### src/rtl/onehot_seq_pkg.sv
// Shared types for the sequencing one-hot decoder.
// Mode encodings match the mode input; state_t drives the top FSM.
package onehot_seq_pkg;

  typedef enum logic [1:0] {
    MODE_DIRECT = 2'b00,
    MODE_SCAN   = 2'b01,
    MODE_SWEEP  = 2'b10,
    MODE_RSVD   = 2'b11
  } mode_t;

  typedef enum logic [1:0] {
    S_IDLE,
    S_DIRECT,
    S_SCAN,
    S_SWEEP
  } state_t;

endpackage

### src/rtl/onehot_seq_decoder_dwell.sv
// Load/decrement dwell counter with terminal-count flag.
// Load has priority; the count stops at zero.
module dwell_counter #(
  parameter int DWELL_W = 8
) (
  input  logic               clk,
  input  logic               rst_n,
  input  logic               load_i,
  input  logic [DWELL_W-1:0] val_i,
  input  logic               dec_i,
  output logic [DWELL_W-1:0] cnt_o,
  output logic               tc_o
);

  logic [DWELL_W-1:0] cnt_q, cnt_d;

  assign tc_o  = (cnt_q == '0);
  assign cnt_o = cnt_q;

  always_comb begin
    cnt_d = cnt_q;
    if (load_i)
      cnt_d = val_i;
    else if (dec_i && !tc_o)
      cnt_d = cnt_q - 1'b1;
  end

  always_ff @(posedge clk or negedge rst_n) begin
    if (!rst_n)
      cnt_q <= '0;
    else
      cnt_q <= cnt_d;
  end

endmodule

### src/rtl/onehot_seq_decoder.sv
// Registered binary-to-one-hot decoder with DIRECT, SCAN and SWEEP modes.
// Any illegal or changed mode drops through IDLE for one cycle.
module onehot_seq_decoder
  import onehot_seq_pkg::*;
#(
  parameter int SEL_W   = 3,
  parameter int DWELL_W = 8
) (
  input  logic                    clk,
  input  logic                    rst_n,
  input  logic                    en,
  input  logic [1:0]              mode,
  input  logic [SEL_W-1:0]        sel_in,
  input  logic [DWELL_W-1:0]      dwell,
  input  logic                    start,
  output logic [(1<<SEL_W)-1:0]   dec_out,
  output logic [SEL_W-1:0]        code_out,
  output logic                    valid,
  output logic                    busy,
  output logic                    done
);

  localparam int OUT_W = 1 << SEL_W;
  localparam logic [OUT_W-1:0] ONE = {{(OUT_W-1){1'b0}}, 1'b1};

  state_t             state_q, state_d;
  logic [SEL_W-1:0]   code_q, code_d;
  logic [OUT_W-1:0]   dec_q, dec_d;
  logic               valid_q, valid_d;
  logic               busy_q, busy_d;
  logic               done_q, done_d;
  logic               ld, dn, tc;
  logic [DWELL_W-1:0] ld_val;
  logic [DWELL_W-1:0] cnt;
  mode_t              mode_e;
  logic               seq_mode;

  assign mode_e = mode_t'(mode);
  assign seq_mode = (state_q == S_SCAN) ? (mode_e == MODE_SCAN)
                                        : (mode_e == MODE_SWEEP);

  dwell_counter #(.DWELL_W(DWELL_W)) u_dwell (
    .clk    (clk),
    .rst_n  (rst_n),
    .load_i (ld),
    .val_i  (ld_val),
    .dec_i  (dn),
    .cnt_o  (cnt),
    .tc_o   (tc)
  );

  always_comb begin
    state_d = S_IDLE;
    code_d  = '0;
    dec_d   = '0;
    valid_d = 1'b0;
    busy_d  = 1'b0;
    done_d  = 1'b0;
    ld      = 1'b1;
    ld_val  = '0;
    dn      = 1'b0;
    if (en && mode_e != MODE_RSVD) begin
      unique case (state_q)
        S_IDLE, S_DIRECT: begin
          if (mode_e == MODE_DIRECT) begin
            state_d = S_DIRECT;
            code_d  = sel_in;
            dec_d   = ONE << sel_in;
            valid_d = 1'b1;
          end else if (state_q == S_IDLE &&
                       (mode_e == MODE_SCAN ||
                        (mode_e == MODE_SWEEP && start))) begin
            state_d = (mode_e == MODE_SCAN) ? S_SCAN : S_SWEEP;
            dec_d   = ONE;
            valid_d = 1'b1;
            busy_d  = 1'b1;
            ld_val  = dwell;
          end
        end
        S_SCAN, S_SWEEP: begin
          if (seq_mode) begin
            if (!tc) begin
              state_d = state_q;
              code_d  = code_q;
              dec_d   = dec_q;
              valid_d = 1'b1;
              busy_d  = 1'b1;
              ld      = 1'b0;
              dn      = 1'b1;
            end else if (state_q == S_SWEEP && (&code_q)) begin
              done_d = 1'b1;
            end else begin
              // Code wraps naturally: OUT_W is exactly 2^SEL_W.
              state_d = state_q;
              code_d  = code_q + 1'b1;
              dec_d   = ONE << code_d;
              valid_d = 1'b1;
              busy_d  = 1'b1;
              ld_val  = dwell;
            end
          end
        end
        default: ;
      endcase
    end
  end

  always_ff @(posedge clk or negedge rst_n) begin
    if (!rst_n) begin
      state_q <= S_IDLE;
      code_q  <= '0;
      dec_q   <= '0;
      valid_q <= 1'b0;
      busy_q  <= 1'b0;
      done_q  <= 1'b0;
    end else begin
      state_q <= state_d;
      code_q  <= code_d;
      dec_q   <= dec_d;
      valid_q <= valid_d;
      busy_q  <= busy_d;
      done_q  <= done_d;
    end
  end

  assign dec_out  = dec_q;
  assign code_out = code_q;
  assign valid    = valid_q;
  assign busy     = busy_q;
  assign done     = done_q;

endmodule
### config.mk
export PLATFORM = sky130hd
export DESIGN_NAME = onehot_seq_decoder
export DESIGN_NICKNAME = d
export VERILOG_FILES = /design/src/rtl/onehot_seq_pkg.sv /design/src/rtl/onehot_seq_decoder_dwell.sv /design/src/rtl/onehot_seq_decoder.sv
export SDC_FILE = /design/constraint.sdc
export NUM_CORES = 1
export LEC_CHECK = 0
export CORE_AREA = 2 2 61 63
export DETAILED_ROUTE_END_ITERATION = 8
export DIE_AREA = 0 0 63 65
export MAX_ROUTING_LAYER = met4
export PLACE_DENSITY = 0.69
export SLEW_MARGIN = 20
export SYNTH_ARGS = -nofsm -noshare
export SYNTH_HDL_FRONTEND = slang
export SYNTH_SLANG_ARGS = --single-unit
export TNS_END_PERCENT = 30
### constraint.sdc
create_clock -name clk -period 3.56 [get_ports clk]
set_input_delay 0.712 -clock clk [delete_from_list [all_inputs] [get_ports clk]]
set_output_delay 0.712 -clock clk [all_outputs]
set_load 0.05 [all_outputs]
==> results of run 1 <==
==> how the worst max path moves through the flow <==
stage	startpoint	endpoint	slack (ns)	cells past startpoint
after floorplan	code_out[0]	u_dwell.cnt_o[2]	1.40	6
after detailed placement	mode[0]	busy	0.79	5
after CTS	mode[0]	busy	1.11	5
after global routing	mode[0]	dec_out[4]	1.01	5
after global placement	mode[0]	dec_out[3]	0.85	5
final	mode[0]	busy	1.10	5
==> layer usage <==
layer	global-route usage, %	share of wire, %	vias up
met4	7.78	2.2	0
met1	22.2	46	589
li1	-	-	582
met5	-	0	-
met3	2.95	3.7	8
met2	28.6	48	36
==> flip-flops by register name, summed over array words and instances, names as in the netlist <==
| signal | flops |
|---|---|
| busy | 1 |
| code_out | 3 |
| dec_out | 8 |
| done | 1 |
| state_q | 2 |
| u_dwell.cnt_o | 8 |
| valid | 1 |
==> per-stage QoR <==
stage / worst slack (ns) / hold WS [ns] / cell area [um^2]
finish: 1.10 / 0.355 / 1790
global placement: 0.849 / 0.494 / 1760
detailed placement: 0.786 / 0.490 / 1760
global route: 1.01 / 0.388 / 1790
CTS: 1.11 / 0.529 / 1800
floorplan: 1.40 / 0.416 / 1470
==> power by group through the flow <==
stage / combinational (W) / clock [W] / sequential (W)
floorplan: 0.0000697 / 0 / 0.000307
CTS: 0.000126 / 0.000144 / 0.000293
detailed placement: 0.000126 / 0 / 0.000298
global route: 0.000138 / 0.000158 / 0.000295
finish: 0.000126 / 0.000141 / 0.000293
global placement: 0.000123 / 0 / 0.000298
==> cells in the mapped netlist, drive strengths merged, types with 2 or more instances <==
cell | instances | share of area, %
nor2 | 3 | 0.77
o2bb2ai | 2 | 1.2
nand3b | 2 | 1.0
inv | 8 | 2.0
buf | 5 | 3.8
clkbuf | 2 | 0.51
xor2 | 2 | 1.2
nor4 | 2 | 1.9
nor3 | 9 | 3.1
o21ai | 4 | 1.4
dfrtp | 24 | 41
a32o | 3 | 2.0
nand2 | 10 | 2.7
nor3b | 3 | 1.9
nand2b | 2 | 0.85
a22o | 14 | 8.9
o31ai | 4 | 2.0
a21oi | 11 | 4.5
nand3 | 7 | 2.4
xnor2 | 4 | 2.4
ha | 8 | 6.8
==> kinds of logic after synthesis <==
group	synth area share, %
flip-flops	41.0
buffers and inverters	6.40
AO/OA/AOI/OAI	24.5
AND/OR/NAND/NOR	17.7
XOR/XNOR	3.59
adder cells (fa/ha/maj)	6.83
==> cell type report <==
cell class | count | area [um^2] | area share (%)
Multi-Input combinational cell | 103 | 771 | 43.0
Timing Repair Buffer | 30 | 295 | 16.5
Tap cell | 48 | 60.1 | 3.35
Sequential cell | 24 | 601 | 33.5
Inverter | 8 | 30.0 | 1.67
Clock buffer | 4 | 36.3 | 2.02
==> reports/metrics.yaml, run 1 <==
yosys:
  ys_types: 42
  syn-instance-count: 142
  synthFlopType: "dfrtp_1"
  ys_seq_area_share_pct: 41.0
  syn_area_um2: 1470
  syn_area_per_cell_um2: 10.3
  ys_ff_latch: 24
  yosysWarnings: 0
  async_reset_ff_share_pct: 100
  synth-edff-count: 0
  synth_nets: 167
layout:
  final_common_cell: "clkdlybuf4s50_1"
  fill_cells: 331
  most-common-layout-cells: "clkdlybuf4s50_1, dfrtp_1, a21oi_1"
  layout.cells.non_filler: 217
  drive_gt1_share_pct: 10.7
  syn_to_final_growth_pct: 22.4
  final_nets: 195
  n_antenna_cell: 0
  final_util_pct: 51.3
worst_setup_path:
  critPathCaptureType: "flip-flop"
  reg2reg_from: "code_out[0]"
  crit_buf_inv: 1
  reg2reg_slack_ns: 1.36
  r2r-end: "u_dwell.cnt_o[4]"
  critPathRequiredTime_ns: 3.79
  slowest_delay_ns: 0.68
  crit_path_start_kind: "input port"
  cp_cell_sequence: "clkdlybuf4s50_1 -> or3b_4 -> a21boi_0 -> o21ai_0 -> a21oi_1"
  critPathTopFamily: "compound AO/OA/AOI/OAI gates"
  critPathSlowestCell: "clkdlybuf4s50_1"
  critical_path.max_fanout: 13
  path_class: "input port to flip-flop"
  worstPathArrival_ns: 2.70
  reg2reg_depth: 6
sta:
  tns_ns: 0
  tightestPinTransition_ns: 0.623
  period_needed_ns: 2.46
  fin_worst_skew_ns: 0.00207
  rsz0062_at_grt: "false"
  maxSlewViolCount: 0
  post-route-period-util_pct: 69.2
  setup_viol: 0
  hold_violations: 0
  fmax_mhz: 406
  relSlewSlack_pct: 58.5
power:
  total_power_w: 0.000560
  p_comb_share_pct: 22.4
  leakagePower_nw: 0.754
  clkPwrFrac_pct: 25.3
  p_sw_w: 0.000162
  cellPowerDensity_nw_per_um2: 312
  p_seq_share_pct: 52.3
  cellInternalPower_w: 0.000398
  ir_drop_v: 0.000151
  switching_share_pct: 29.0
run:
  drv_cap: 0
clock_tree:
  clkSinkCount: 24
  cts_max_path_buffers: 2
  cts-hold-fix-buffers: 0
  path_clk_slew_ns: 0.13
  htreeDepth: 1
  cts_root_buf: "clkbuf_4"
  numCtsBuffers: 3
  post_cts_buffers: 0
  clkLatencyLatePin_ns: 0.31
  cts_resized: 0
  cts_tree: "built"
placed_design:
  place_congestion: 0.823
  dpl.hpwl_um: 2430
  placed_cells: 213
  numPortBuffers: 30
drt:
  ant_nets: 0
  routed_wl_um: 3240
  vias_per_cell: 5.60
  drtIter0Drc: 59
  num_vias: 1215
  drt_first_pass_iters: 5
  drc: 0
  wire_per_inst_um: 14.9
floorplanning:
  num_rows: 22
  io_pins: 31
  die_area_um2: 4100
  die_x_um: 63
  die_h_um: 65
  core_um2: 3500
  start_util_pct: 41.9
grt:
  grt_pass1_vias: 1228
  global_route.usage.total_pct: 17.8
  grt_max_degree: 25
  grt_pass1_wl_um: 5590
  grt_overflow: 0
  antenna_found_initial: 0
outcome:
  outcome: "finished, final reports clean"
worst_hold_path:
  min_path_type: "input port to asynchronous set/reset pin"
No activity file was read; power rests on OpenSTA's default activity.
==> inputs of run 2 (changes only) <==
--- a/config.mk
+++ b/config.mk
@@ -9,7 +9,7 @@
 export DETAILED_ROUTE_END_ITERATION = 8
 export DIE_AREA = 0 0 63 65
 export MAX_ROUTING_LAYER = met4
-export PLACE_DENSITY = 0.69
+export PLACE_DENSITY = 0.72
 export SLEW_MARGIN = 20
 export SYNTH_ARGS = -nofsm -noshare
 export SYNTH_HDL_FRONTEND = slang
==> constraint.sdc (replaced) <==
create_clock -name clk -period 2.15 [get_ports clk]
set_input_delay 0.43 -clock clk [delete_from_list [all_inputs] [get_ports clk]]
set_output_delay 0.43 -clock clk [all_outputs]
set_load 0.05 [all_outputs]
==> reports/metrics.yaml, run 2 (synthesized netlist as in run 1, its figures left out) <==
floorplanning:
  die_area_um2: 4100
  num_rows: 22
  die_x_um: 63
  die_h_um: 65
  start_util_pct: 41.9
  core_um2: 3500
  io_pins: 31
worst_setup_path:
  critPathTopFamily: "buffers and inverters"
  critPathRequiredTime_ns: 1.72
  crit_path_start_kind: "flip-flop"
  critical_path.max_fanout: 6
  reg2reg_depth: 7
  path_class: "flip-flop to output pin"
  critPathLaunch: "code_out[1]"
  critPathSlowestCell: "clkdlybuf4s50_1"
  crit_buf_inv: 1
  cp.depth: 1
  slowest_delay_ns: 0.86
  cp_cell_sequence: "clkdlybuf4s50_1"
  reg2reg_slack_ns: 0.19
  reg2reg_from: "code_out[1]"
  worstPathArrival_ns: 1.66
  r2r-end: "u_dwell.cnt_o[4]"
  critPathCaptureType: "output pin"
  crit_end: "code_out[1]"
drt:
  drc: 0
  wire_per_inst_um: 15.1
  vias_per_cell: 5.56
  routed_wl_um: 3440
  num_vias: 1261
  drtIter0Drc: 31
  drt_first_pass_iters: 4
  ant_nets: 0
layout:
  final_area_um2: 1880
  n_antenna_cell: 0
  final_util_pct: 53.7
  final_common_cell: "clkdlybuf4s50_1"
  final_nets: 205
  fill_cells: 333
  syn_to_final_growth_pct: 28.1
  most-common-layout-cells: "clkdlybuf4s50_1, dfrtp_1, buf_4"
  drive_gt1_share_pct: 15.6
placed_design:
  post-place-ws_ns: -0.0589
  dpl_cell_area_um2: 1840
  place_congestion: 0.905
  dpl.hpwl_um: 2590
  numPortBuffers: 30
clock_tree:
  cts_max_path_buffers: 2
  path_clk_slew_ns: 0.13
  clkSinkCount: 24
  cts_resized: 0
  post_cts_buffers: 0
  numCtsBuffers: 3
  cts-hold-fix-buffers: 0
  clkLatencyLatePin_ns: 0.32
  cts_root_buf: "clkbuf_4"
  htreeDepth: 1
  cts_tree: "built"
grt:
  global_route.usage.total_pct: 18.6
  grtUsageMet2_pct: 32.2
  grt_pass1_vias: 1333
  grt_overflow: 0
  grt_pass1_wl_um: 5830
  grt_max_degree: 25
  busiest_layer: "met2"
  gr-usage-met1_pct: 20.9
  antenna_found_initial: 0
  grtUsageMet3_pct: 2.95
power:
  ir_drop_v: 0.000207
  cellInternalPower_w: 0.000674
  p_seq_share_pct: 50.9
  p_comb_share_pct: 24.0
  leakagePower_nw: 0.805
  cellPowerDensity_nw_per_um2: 507
  p_sw_w: 0.000278
  clkPwrFrac_pct: 25.1
  total_power_w: 0.000951
  switching_share_pct: 29.2
sta:
  rsz0062_at_grt: "false"
  setup_viol: 0
  relSlewSlack_pct: 64.8
  hold_violations: 0
  post-route-period-util_pct: 97.2
  maxSlewViolCount: 0
  whs_ns: 0.462
  fmax_mhz: 478
  fin_worst_skew_ns: 0.00812
  tightestPinTransition_ns: 0.529
  setup_slack_ns: 0.0600
  period_needed_ns: 2.09
worst_hold_path:
  min_path_type: "input port to asynchronous set/reset pin"
run:
  drv_cap: 0
outcome:
  outcome: "finished, final reports clean"
[run 2: changes by cell type in the layout (fill, tap and decap cells not counted), sizes merged]
cell,delta
clkdlybuf4s50,+1
buf,+9
[run 2: power by group through the flow]
stage,Clock (W),Combinational [W],Sequential (W)
6_report,0.000239,0.000228,0.000484
5_1_grt,0.000264,0.000251,0.000487
4_1_cts,0.000246,0.000229,0.000484
3_5_place_dp,0,0.000227,0.000493
3_3_place_gp,0,0.000222,0.000492
2_1_floorplan,0,0.000116,0.000509
[run 2: layout make-up]
cell class,instances,area (um^2),area share (%)
timing repair buffer,40,375,20.0
multi-input combinational,103,774,41.3
tap,48,60.1,3.20
sequential,24,601,32.0
clock buffer,4,36.3,1.93
inverter,8,30.0,1.60
[run 2: through the flow]
| step | TNS (ns) | cells |
|---|---|---|
| global placement | 0 | 223 |
| floorplan | 0 | 142 |
| CTS | 0 | 227 |
| global route | 0 | 227 |
| detailed placement | -0.147 | 223 |
| finish | 0 | 227 |
[run 2: layer usage]
metal	part of all wire, %	wire length [um]
met1	44	1530
met2	50	1730
met3	3.2	110
met4	2.0	69
met5	0	0
[run 2: how the worst min path moves through the flow]
stage,startpoint,endpoint,slack (ns),cells past startpoint
after floorplan,rst_n,busy,0.13,0
after global placement,dec_out[2],dec_out[2],0.49,1
after detailed placement,dec_out[6],dec_out[6],0.50,2
after CTS,rst_n,state_q[0],0.47,2
after global routing,rst_n,state_q[0],0.47,2
final,rst_n,state_q[0],0.46,2
==> inputs of run 3 (changes only) <==
--- a/config.mk
+++ b/config.mk
@@ -10,6 +10,7 @@
 export DIE_AREA = 0 0 63 65
 export MAX_ROUTING_LAYER = met4
 export PLACE_DENSITY = 0.72
+export SETUP_SLACK_MARGIN = 0.4
 export SLEW_MARGIN = 20
 export SYNTH_ARGS = -nofsm -noshare
 export SYNTH_HDL_FRONTEND = slang
==> reports/metrics.yaml, run 3 (synthesized netlist as in run 1, its figures left out) <==
drt:
  ant_nets: 0
  drtIter0Drc: 80
  drt_first_pass_iters: 4
  vias_per_cell: 5.62
  wire_per_inst_um: 16.2
  num_vias: 1315
  routed_wl_um: 3800
  drc: 0
clock_tree:
  path_clk_slew_ns: 0.14
  cts_tree: "built"
  clkLatencyLatePin_ns: 0.32
  numCtsBuffers: 3
  cts_max_path_buffers: 2
  cts_root_buf: "clkbuf_4"
  htreeDepth: 1
  clkSinkCount: 24
sta:
  fin_worst_skew_ns: 0.0113
  relSlewSlack_pct: 61.6
  rsz0062_at_grt: "true"
  setup_viol: 0
  fmax_mhz: 528
  post-route-period-util_pct: 88.0
  whs_ns: 0.459
  hold_violations: 0
  tightestPinTransition_ns: 0.575
  period_needed_ns: 1.89
  maxSlewViolCount: 0
worst_setup_path:
  slowest_delay_ns: 0.80
  crit_buf_inv: 1
  critPathSlowestCell: "clkdlybuf4s50_1"
  cp_cell_sequence: "clkdlybuf4s50_1"
  worstPathArrival_ns: 1.46
  critPathCaptureType: "output pin"
  critPathLaunch: "done"
  crit_path_start_kind: "flip-flop"
  path_class: "flip-flop to output pin"
  reg2reg_from: "code_out[0]"
  critical_path.max_fanout: 1
  critPathTopFamily: "buffers and inverters"
  critPathRequiredTime_ns: 1.72
floorplanning:
  core_um2: 3500
  die_area_um2: 4100
  die_x_um: 63
  die_h_um: 65
  io_pins: 31
  num_rows: 22
  start_util_pct: 41.9
layout:
  syn_to_final_growth_pct: 36.1
  most-common-layout-cells: "dfrtp_1, clkdlybuf4s50_1, buf_4"
  fill_cells: 326
  n_antenna_cell: 0
  final_nets: 212
  drive_gt1_share_pct: 25.3
  final_common_cell: "dfrtp_1"
power:
  cellPowerDensity_nw_per_um2: 491
  total_power_w: 0.000979
  ir_drop_v: 0.000223
  leakagePower_nw: 0.913
grt:
  antenna_found_initial: 0
  grt_max_degree: 25
  grt_overflow: 0
  grt_pass1_vias: 1363
  global_route.usage.total_pct: 20.1
  grt_pass1_wl_um: 6490
worst_hold_path:
  min_path_type: "input port to asynchronous set/reset pin"
placed_design:
  numPortBuffers: 30
  place_congestion: 0.935
  dpl.hpwl_um: 2650
run:
  drv_cap: 0
outcome:
  outcome: "finished, final reports clean"
## run 3: cell count changes in the layout (fill, tap and decap cells not counted), moves of 3 or more
cell             previous run  this run
clkdlybuf4s50_1            30        17
dfrtp_2                     0         5
buf_4                      10        15
dlymetal6s2s_1              0         3
dfrtp_1                    24        19
dlygate4sd2_1               0         9
## run 3: metrics by stage
step           setup WS [ns]  instance area (um^2)  TNS [ns]  instances  utilization, %
3_5_place_dp         -0.0516                  1880    -0.107        224            53.7
6_report               0.258                  1990         0        234            57.1
5_1_grt                0.207                  1990         0        234            57.1
3_3_place_gp          0.0631                  1880         0        224            53.7
4_1_cts                0.230                  1900         0        228            54.4
2_1_floorplan          0.285                  1500         0        142               -
## run 3: area by class of cell
| cell class | instances | area (um^2) | area share [%] |
|---|---|---|---|
| repair buffers | 45 | 409 | 20.5 |
| flip-flops and latches | 24 | 607 | 30.4 |
| well taps | 48 | 60.1 | 3.01 |
| multi-input cells | 105 | 852 | 42.7 |
| inverters | 8 | 30.0 | 1.51 |
| clock buffers | 4 | 36.3 | 1.82 |
## run 3: path summary, 6_finish.rpt
path	end	slack, ns	cells past startpoint
worst max-delay path	done	0.26	1
worst min-delay path	dec_out[4]	0.46	2
max in group asynchronous	state_q[1]	1.42	2
worst min register to register	dec_out[1]	0.52	1
min in group clk	dec_out[1]	0.52	1
worst max register to register	u_dwell.cnt_o[6]	0.33	7
## run 3: power by group
group	switching (W)	internal [W]	total, W
Clock	0.000140	0.000103	0.000243
Combinational	0.000137	0.000112	0.000248
Sequential	0.0000207	0.000466	0.000487
Total	0.000297	0.000681	0.000979
## run 3: routing by layer
metal,wire (um),up-vias,global-route usage [%]
li1,-,619,-
met1,1710,634,26.4
met2,1840,54,32.6
met3,184,8,2.43
met4,65,0,6.67
met5,0,-,-
## run 3: repair_timing
item / in CTS / in global routing
hold buffers: 0 / 0
endpoints found under the setup margin: 36 / 31
gates cloned: 0 / 2
gates resized for setup: 11 / 16
pin swaps: 0 / 9
buffers inserted: 0 / 4
